$ cat config.mk
export PLATFORM = sky130hd
export DESIGN_NAME = fact_accel_param
export DESIGN_NICKNAME = d
export VERILOG_FILES = /design/src/rtl/fact_accel_param.sv
export SDC_FILE = /design/constraint.sdc
export NUM_CORES = 2
export LEC_CHECK = 0
export CORE_ASPECT_RATIO = 0.75
export CORE_MARGIN = 10
export CORE_UTILIZATION = 50
export DETAILED_ROUTE_END_ITERATION = 8
export PLACE_DENSITY = 0.64
export SKIP_CTS_REPAIR_TIMING = 1
export SYNTH_ARGS = -nofsm -noshare
export SYNTH_HDL_FRONTEND = slang
export SYNTH_SLANG_ARGS = --single-unit
$ cat constraint.sdc
create_clock -name clk -period 7 [get_ports clk]
set_input_delay 1.4 -clock clk [delete_from_list [all_inputs] [get_ports clk]]
set_output_delay 1.4 -clock clk [all_outputs]
set_load 0.01 [all_outputs]
$ cat src/rtl/fact_accel_param.sv
// rtl/fact_accel_param.sv - bus-mapped iterative factorial accelerator slave
//
// Computes N! as a chain of shift-add multiplies (acc * factor, factor counting
// down to 2). Each multiply consumes STEP_BITS multiplier bits per cycle, so one
// multiply takes CYC = DATA_W/STEP_BITS cycles. The result is kept modulo
// 2^(2*DATA_W), and a sticky overflow flag records any lost high bits.
//
// Optional feature macro: FACT_CYCCNT_EN adds the CYCCNT register at 0x38.
//
// Ports:
//   clk        system clock, rising edge
//   reset_n    asynchronous active-low reset
//   s_sel      slave select from the bus decoder
//   s_wr       1 = write, 0 = read
//   s_addr     byte offset within the block
//   s_din      write data
//   s_dout     combinational read data (0 when not reading)
//   interrupt  registered level of done AND intr_en
//
// Register map: 0x00 OPSTART(W) 0x08 OPCLEAR(W) 0x10 STATUS(R: done,busy,overflow)
//               0x18 INTR_EN(R/W) 0x20 OPERAND(R/W) 0x28 RESULT_H(R) 0x30 RESULT_L(R)
//               0x38 CYCCNT(R, FACT_CYCCNT_EN only)

module fact_accel_param #(
  parameter int DATA_W    = 64,
  parameter int STEP_BITS = 1,
  parameter int ADDR_W    = 8
) (
  input  logic              clk,
  input  logic              reset_n,
  input  logic              s_sel,
  input  logic              s_wr,
  input  logic [ADDR_W-1:0] s_addr,
  input  logic [DATA_W-1:0] s_din,
  output logic [DATA_W-1:0] s_dout,
  output logic              interrupt
);

  localparam int CYC   = DATA_W / STEP_BITS;
  localparam int CNT_W = (CYC > 1) ? $clog2(CYC) : 1;
  localparam int ACC_W = 2 * DATA_W;
  localparam int P_W   = 3 * DATA_W;

  localparam logic [ADDR_W-1:0] A_START  = ADDR_W'(8'h00);
  localparam logic [ADDR_W-1:0] A_CLEAR  = ADDR_W'(8'h08);
  localparam logic [ADDR_W-1:0] A_STATUS = ADDR_W'(8'h10);
  localparam logic [ADDR_W-1:0] A_INTR   = ADDR_W'(8'h18);
  localparam logic [ADDR_W-1:0] A_OPER   = ADDR_W'(8'h20);
  localparam logic [ADDR_W-1:0] A_RES_H  = ADDR_W'(8'h28);
  localparam logic [ADDR_W-1:0] A_RES_L  = ADDR_W'(8'h30);
`ifdef FACT_CYCCNT_EN
  localparam logic [ADDR_W-1:0] A_CYCCNT = ADDR_W'(8'h38);
`endif

  typedef enum logic [1:0] {S_IDLE, S_LOAD, S_MUL, S_DONE} state_t;

  state_t state, state_nxt;

  logic [DATA_W-1:0] operand;
  logic [DATA_W-1:0] factor;
  logic [ACC_W-1:0]  acc;
  logic [ACC_W-1:0]  result;
  logic              intr_en;
  logic              done;
  logic              overflow;

  // Multiplier working set: prod accumulates partial products, madd is the
  // multiplicand pre-shifted to the current digit position, mreg holds the
  // multiplier digits still to be consumed (LSB first).
  logic [P_W-1:0]    prod;
  logic [P_W-1:0]    madd;
  logic [DATA_W-1:0] mreg;
  logic [CNT_W-1:0]  cnt;

  logic [P_W-1:0]    partial;
  logic [P_W-1:0]    prod_sum;
  logic [DATA_W-1:0] factor_dec;
  logic              last_step;
  logic              busy;
  logic              wr_en;
  logic              start_req;
  logic              clear_req;

  assign wr_en      = s_sel & s_wr;
  assign start_req  = wr_en && (s_addr == A_START) && s_din[0];
  assign clear_req  = wr_en && (s_addr == A_CLEAR) && s_din[0];
  assign busy       = (state == S_LOAD) || (state == S_MUL);
  assign factor_dec = factor - 1'b1;
  assign last_step  = (cnt == CNT_W'(CYC - 1));

  always_comb begin
    partial = '0;
    for (int b = 0; b < STEP_BITS; b++) begin
      if (mreg[b]) partial = partial + (madd << b);
    end
    prod_sum = prod + partial;
  end

  always_ff @(posedge clk or negedge reset_n) begin
    if (!reset_n) state <= S_IDLE;
    else          state <= state_nxt;
  end

  always_comb begin
    state_nxt = state;
    case (state)
      S_IDLE: if (start_req) state_nxt = S_LOAD;
      S_LOAD: state_nxt = (factor <= DATA_W'(1)) ? S_DONE : S_MUL;
      S_MUL:  if (last_step && factor_dec == DATA_W'(1)) state_nxt = S_DONE;
      S_DONE: state_nxt = S_DONE;
      default: state_nxt = S_IDLE;
    endcase
    // Abort has priority over everything, from any state.
    if (clear_req) state_nxt = S_IDLE;
  end

  always_ff @(posedge clk or negedge reset_n) begin
    if (!reset_n) begin
      acc      <= '0;
      factor   <= '0;
      result   <= '0;
      done     <= 1'b0;
      overflow <= 1'b0;
      prod     <= '0;
      madd     <= '0;
      mreg     <= '0;
      cnt      <= '0;
    end else if (clear_req) begin
      done     <= 1'b0;
      overflow <= 1'b0;
      result   <= '0;
    end else begin
      case (state)
        S_IDLE: begin
          if (start_req) begin
            acc      <= ACC_W'(1);
            factor   <= operand;
            done     <= 1'b0;
            overflow <= 1'b0;
          end
        end
        S_LOAD: begin
          cnt  <= '0;
          prod <= '0;
          madd <= P_W'(acc);
          mreg <= factor;
        end
        S_MUL: begin
          if (last_step) begin
            // Multiply complete: commit and immediately arm the next one.
            acc      <= prod_sum[ACC_W-1:0];
            overflow <= overflow | (|prod_sum[P_W-1:ACC_W]);
            factor   <= factor_dec;
            cnt      <= '0;
            prod     <= '0;
            madd     <= P_W'(prod_sum[ACC_W-1:0]);
            mreg     <= factor_dec;
          end else begin
            cnt  <= cnt + 1'b1;
            prod <= prod_sum;
            madd <= madd << STEP_BITS;
            mreg <= mreg >> STEP_BITS;
          end
        end
        S_DONE: begin
          result <= acc;
          done   <= 1'b1;
        end
        default: ;
      endcase
    end
  end

  // Operand is locked while a computation is in flight.
  always_ff @(posedge clk or negedge reset_n) begin
    if (!reset_n) begin
      operand   <= '0;
      intr_en   <= 1'b0;
      interrupt <= 1'b0;
    end else begin
      if (wr_en && s_addr == A_OPER && !busy) operand <= s_din;
      if (wr_en && s_addr == A_INTR)          intr_en <= s_din[0];
      interrupt <= done & intr_en;
    end
  end

`ifdef FACT_CYCCNT_EN
  logic [DATA_W-1:0] cyccnt;

  always_ff @(posedge clk or negedge reset_n) begin
    if (!reset_n)                               cyccnt <= '0;
    else if (clear_req)                         cyccnt <= '0;
    else if (state == S_IDLE && start_req)      cyccnt <= '0;
    else if (busy)                              cyccnt <= cyccnt + 1'b1;
  end
`endif

  always_comb begin
    s_dout = '0;
    if (s_sel && !s_wr) begin
      case (s_addr)
        A_STATUS: s_dout = {{(DATA_W-3){1'b0}}, overflow, busy, done};
        A_INTR:   s_dout = {{(DATA_W-1){1'b0}}, intr_en};
        A_OPER:   s_dout = operand;
        A_RES_H:  s_dout = result[ACC_W-1:DATA_W];
        A_RES_L:  s_dout = result[DATA_W-1:0];
`ifdef FACT_CYCCNT_EN
        A_CYCCNT: s_dout = cyccnt;
`endif
        default:  s_dout = '0;
      endcase
    end
  end

endmodule
==> reports/results.txt <==
footprint of the multi-input gates = 31700 um^2
Clock transition at path regs = 0.06 ns
HP Class = reg -> reg
CP endpoint = overflow
hold violation count in the final report = 0
Max-cap violations = 0
outcome = finished clean
P&R area growth vs syn = 10.1%
DRT antenna net count = 0
worst r2r dst = overflow
period utilisation layout = 95.1%
buffers plus inverters on the worst setup path = 2
dpl hpwl = 177000 um
Synth Cell Area = 55000 um^2
drt drc = 0
FILL cells = 10258
fmax = 150 MHz
routability cong. = 1.05
WP data required = 7.60 ns
CP max FO = 29
port bufs = 140
FF+latch count, synth = 844
vias in the first global route = 47800
Worst path slowest cell = dfrtp_4
endpoints failing setup = 0
Crit. End Element = register
Initial DRC Count = 7373
routed len/inst = 28.2 um
Main synth FF type = dfrtp_1
Hold Slack = 0.472 ns
Synth top area share = 38.4%
overall power = 12.6 mW
Syn Area/Cell = 8.04 um^2
CTS Buf Count = 89
total number of vias = 53723
CP arrival = 7.25 ns
dominant cells by area after synthesis = dfrtp_1 (38%), nand2_1 (7.4%), o21ai_0 (7.2%)
FFs w/ async S/R, synth = 100%
row count = 105
Post-Place Worst Slack = 0.377 ns
share of cells above drive strength 1 = 6.36%
Rel. slew slack = 7.31%
max-slew violations = 0
CTS Sinks = 844
core area = 109000 um^2
r2r worst-path depth = 20
GR Util All Layers = 36.0%
Pleak = 26.8 nW
Clock Path Buffers = 3
Root Buffer = clkbuf_16
routed wire length = 231000 um
fin cells = 8194
Peak VDD IR = 0.229 mV
first-pass GRT wire length = 337000 um
H-tree depth = 3
largest net degree at the start of global routing = 184
Initial Util = 50.3%
CP delay by family, top = compound AO/OA/AOI/OAI gates
die height = 307 um
Pre-antenna DRT Iters = 6
CP Class = reg -> reg
CP max stage delay = 0.66 ns
RSZ-0062 raised after global routing = no
Worst setup startpoint = mreg[0]
Seq/Total Area, Yosys = 38.4%
pwr/cell area = 208 nW/um^2
Worst-Skew Late Latency = 0.74 ns
Synth cell types = 98
EDFF count, synth = 0
slack of the critical path = 0.341 ns
Cell Chain, Critical Path = and2_1 -> ha_1 -> a21oi_1 -> o21ai_0 -> a21oi_1 -> o21ai_0 -> a32oi_1 -> o41ai_1 -> buf_4 -> or3_1 -> a21oi_1 -> buf_4 -> o21bai_1 -> a21oi_1 -> xor2_1 -> and4_1 -> nand4_1 -> or4_1 -> nor4b_2 -> a21oi_1
Avg Vias per Cell = 6.56
flop-to-flop setup slack = 0.34 ns
initial antenna violation count = 15
final global-route overflow total = 0
most frequent cell on the critical path = a21oi_1
YS warnings = 0
leading area contributor after synthesis = dfrtp_1
worst reg2reg path startpoint = mreg[0]
clk_skew = 0.0377 ns
Mapped Cells = 6833
worst slew pin tran = 1.38 ns
Final Critical Period = 6.66 ns
# IOs = 141
Die W = 403 um
Levels on crit path = 20
CTS tree = built
Net Count, Synth = 7109
register area = 21100 um^2
crit start category = register
placed insts = 8027
die area = 124000 um^2
setup total negative slack = 0 ns
nets@finish = 6951
-- layout by cell type (no fill, tap or decap), drive strengths merged, types with 149 or more instances in the layout --
cell	instances
a21oi	508
and2	205
dfrtp	844
ha	199
mux2i	220
nand2	1083
nand3	361
nand4	149
nor2	621
o21ai	837
-- registers in the layout (all words and copies together), names as in the netlist --
register,cells
madd,192
prod,192
acc,128
result,128
factor,64
mreg,64
operand,64
cnt,6
state,2
done,1
interrupt,1
intr_en,1
overflow,1
-- worst min path at each step --
stage               startpoint   endpoint  depth (start not counted)
detailed placement   madd[191]  madd[191]                          2
finish               madd[191]  madd[191]                          2
floorplan            madd[191]  madd[191]                          2
global placement     madd[191]  madd[191]                          2
CTS                  madd[191]  madd[191]                          2
global route         madd[191]  madd[191]                          2
-- tightest hold or removal path, stage by stage, from the launching register on --
cell and delay, ns:
dfrtp_1 0.34, nand2_1 0.05, nand2_1 0.05
-- cell usage after synthesis, types with 46 or more instances --
master	number
a21o_1	46
a21oi_1	494
a22o_1	126
a31oi_1	52
and2_1	205
buf_2	62
clkbuf_1	407
dfrtp_1	844
ha_1	199
inv_1	47
mux2_2	67
mux2i_1	220
nand2_1	1083
nand3_1	360
nand4_1	148
nor2_1	620
nor3_1	105
nor4_1	57
o211ai_1	73
o21ai_0	790
o21ai_1	46
o22ai_1	68
xnor2_1	111
xor2_1	100
-- final cells by class --
type,instances,share of cell area (%)
inverter,48,0.298
multi-input combinational,5420,52.4
sequential,844,34.9
clock inverter,36,0.930
tap,1444,2.98
timing repair buffer,272,4.22
antenna,5,0.0207
clock buffer,125,4.22
-- routing by layer --
metal | up-vias | global-route usage (%) | share of wire, %
met4 | 6 | 6.99 | 1.9
met5 | - | 0 | 0.014
met2 | 3091 | 42.1 | 35
li1 | 24039 | - | -
met1 | 26365 | 59.6 | 49
met3 | 222 | 13.1 | 14
-- logic make-up (layout without fill, tap and decap cells) --
| kind of cell | Yosys count | count (layout) | synth area share, % |
|---|---|---|---|
| xor gates and xnor gates | 211 | 211 | 3.36 |
| and+or+nand+nor | 2744 | 2744 | 22.8 |
| AOI/OAI and AO/OA | 1978 | 1978 | 21.4 |
| other | 0 | 5 | 0 |
| DFF | 844 | 844 | 38.4 |
| buffers and inverters | 569 | 481 | 4.09 |
| adders and majority gates | 200 | 200 | 4.57 |
| muxes | 287 | 287 | 5.38 |
-- power breakdown --
part	internal [mW]	leakage (nW)	total [mW]	switching (mW)
clock network	2.97	1.53	5.18	2.21
logic	0.609	13.6	2.10	1.49
registers	5.05	11.8	5.29	0.232
-- through the flow --
step	cell area (um^2)	util, %
floorplan	55000	-
global placement	57300	52.5
detailed placement	57300	52.5
CTS	60500	55.3
global route	60500	55.4
finish	60500	55.4
No activity file was read; power rests on OpenSTA's default activity.
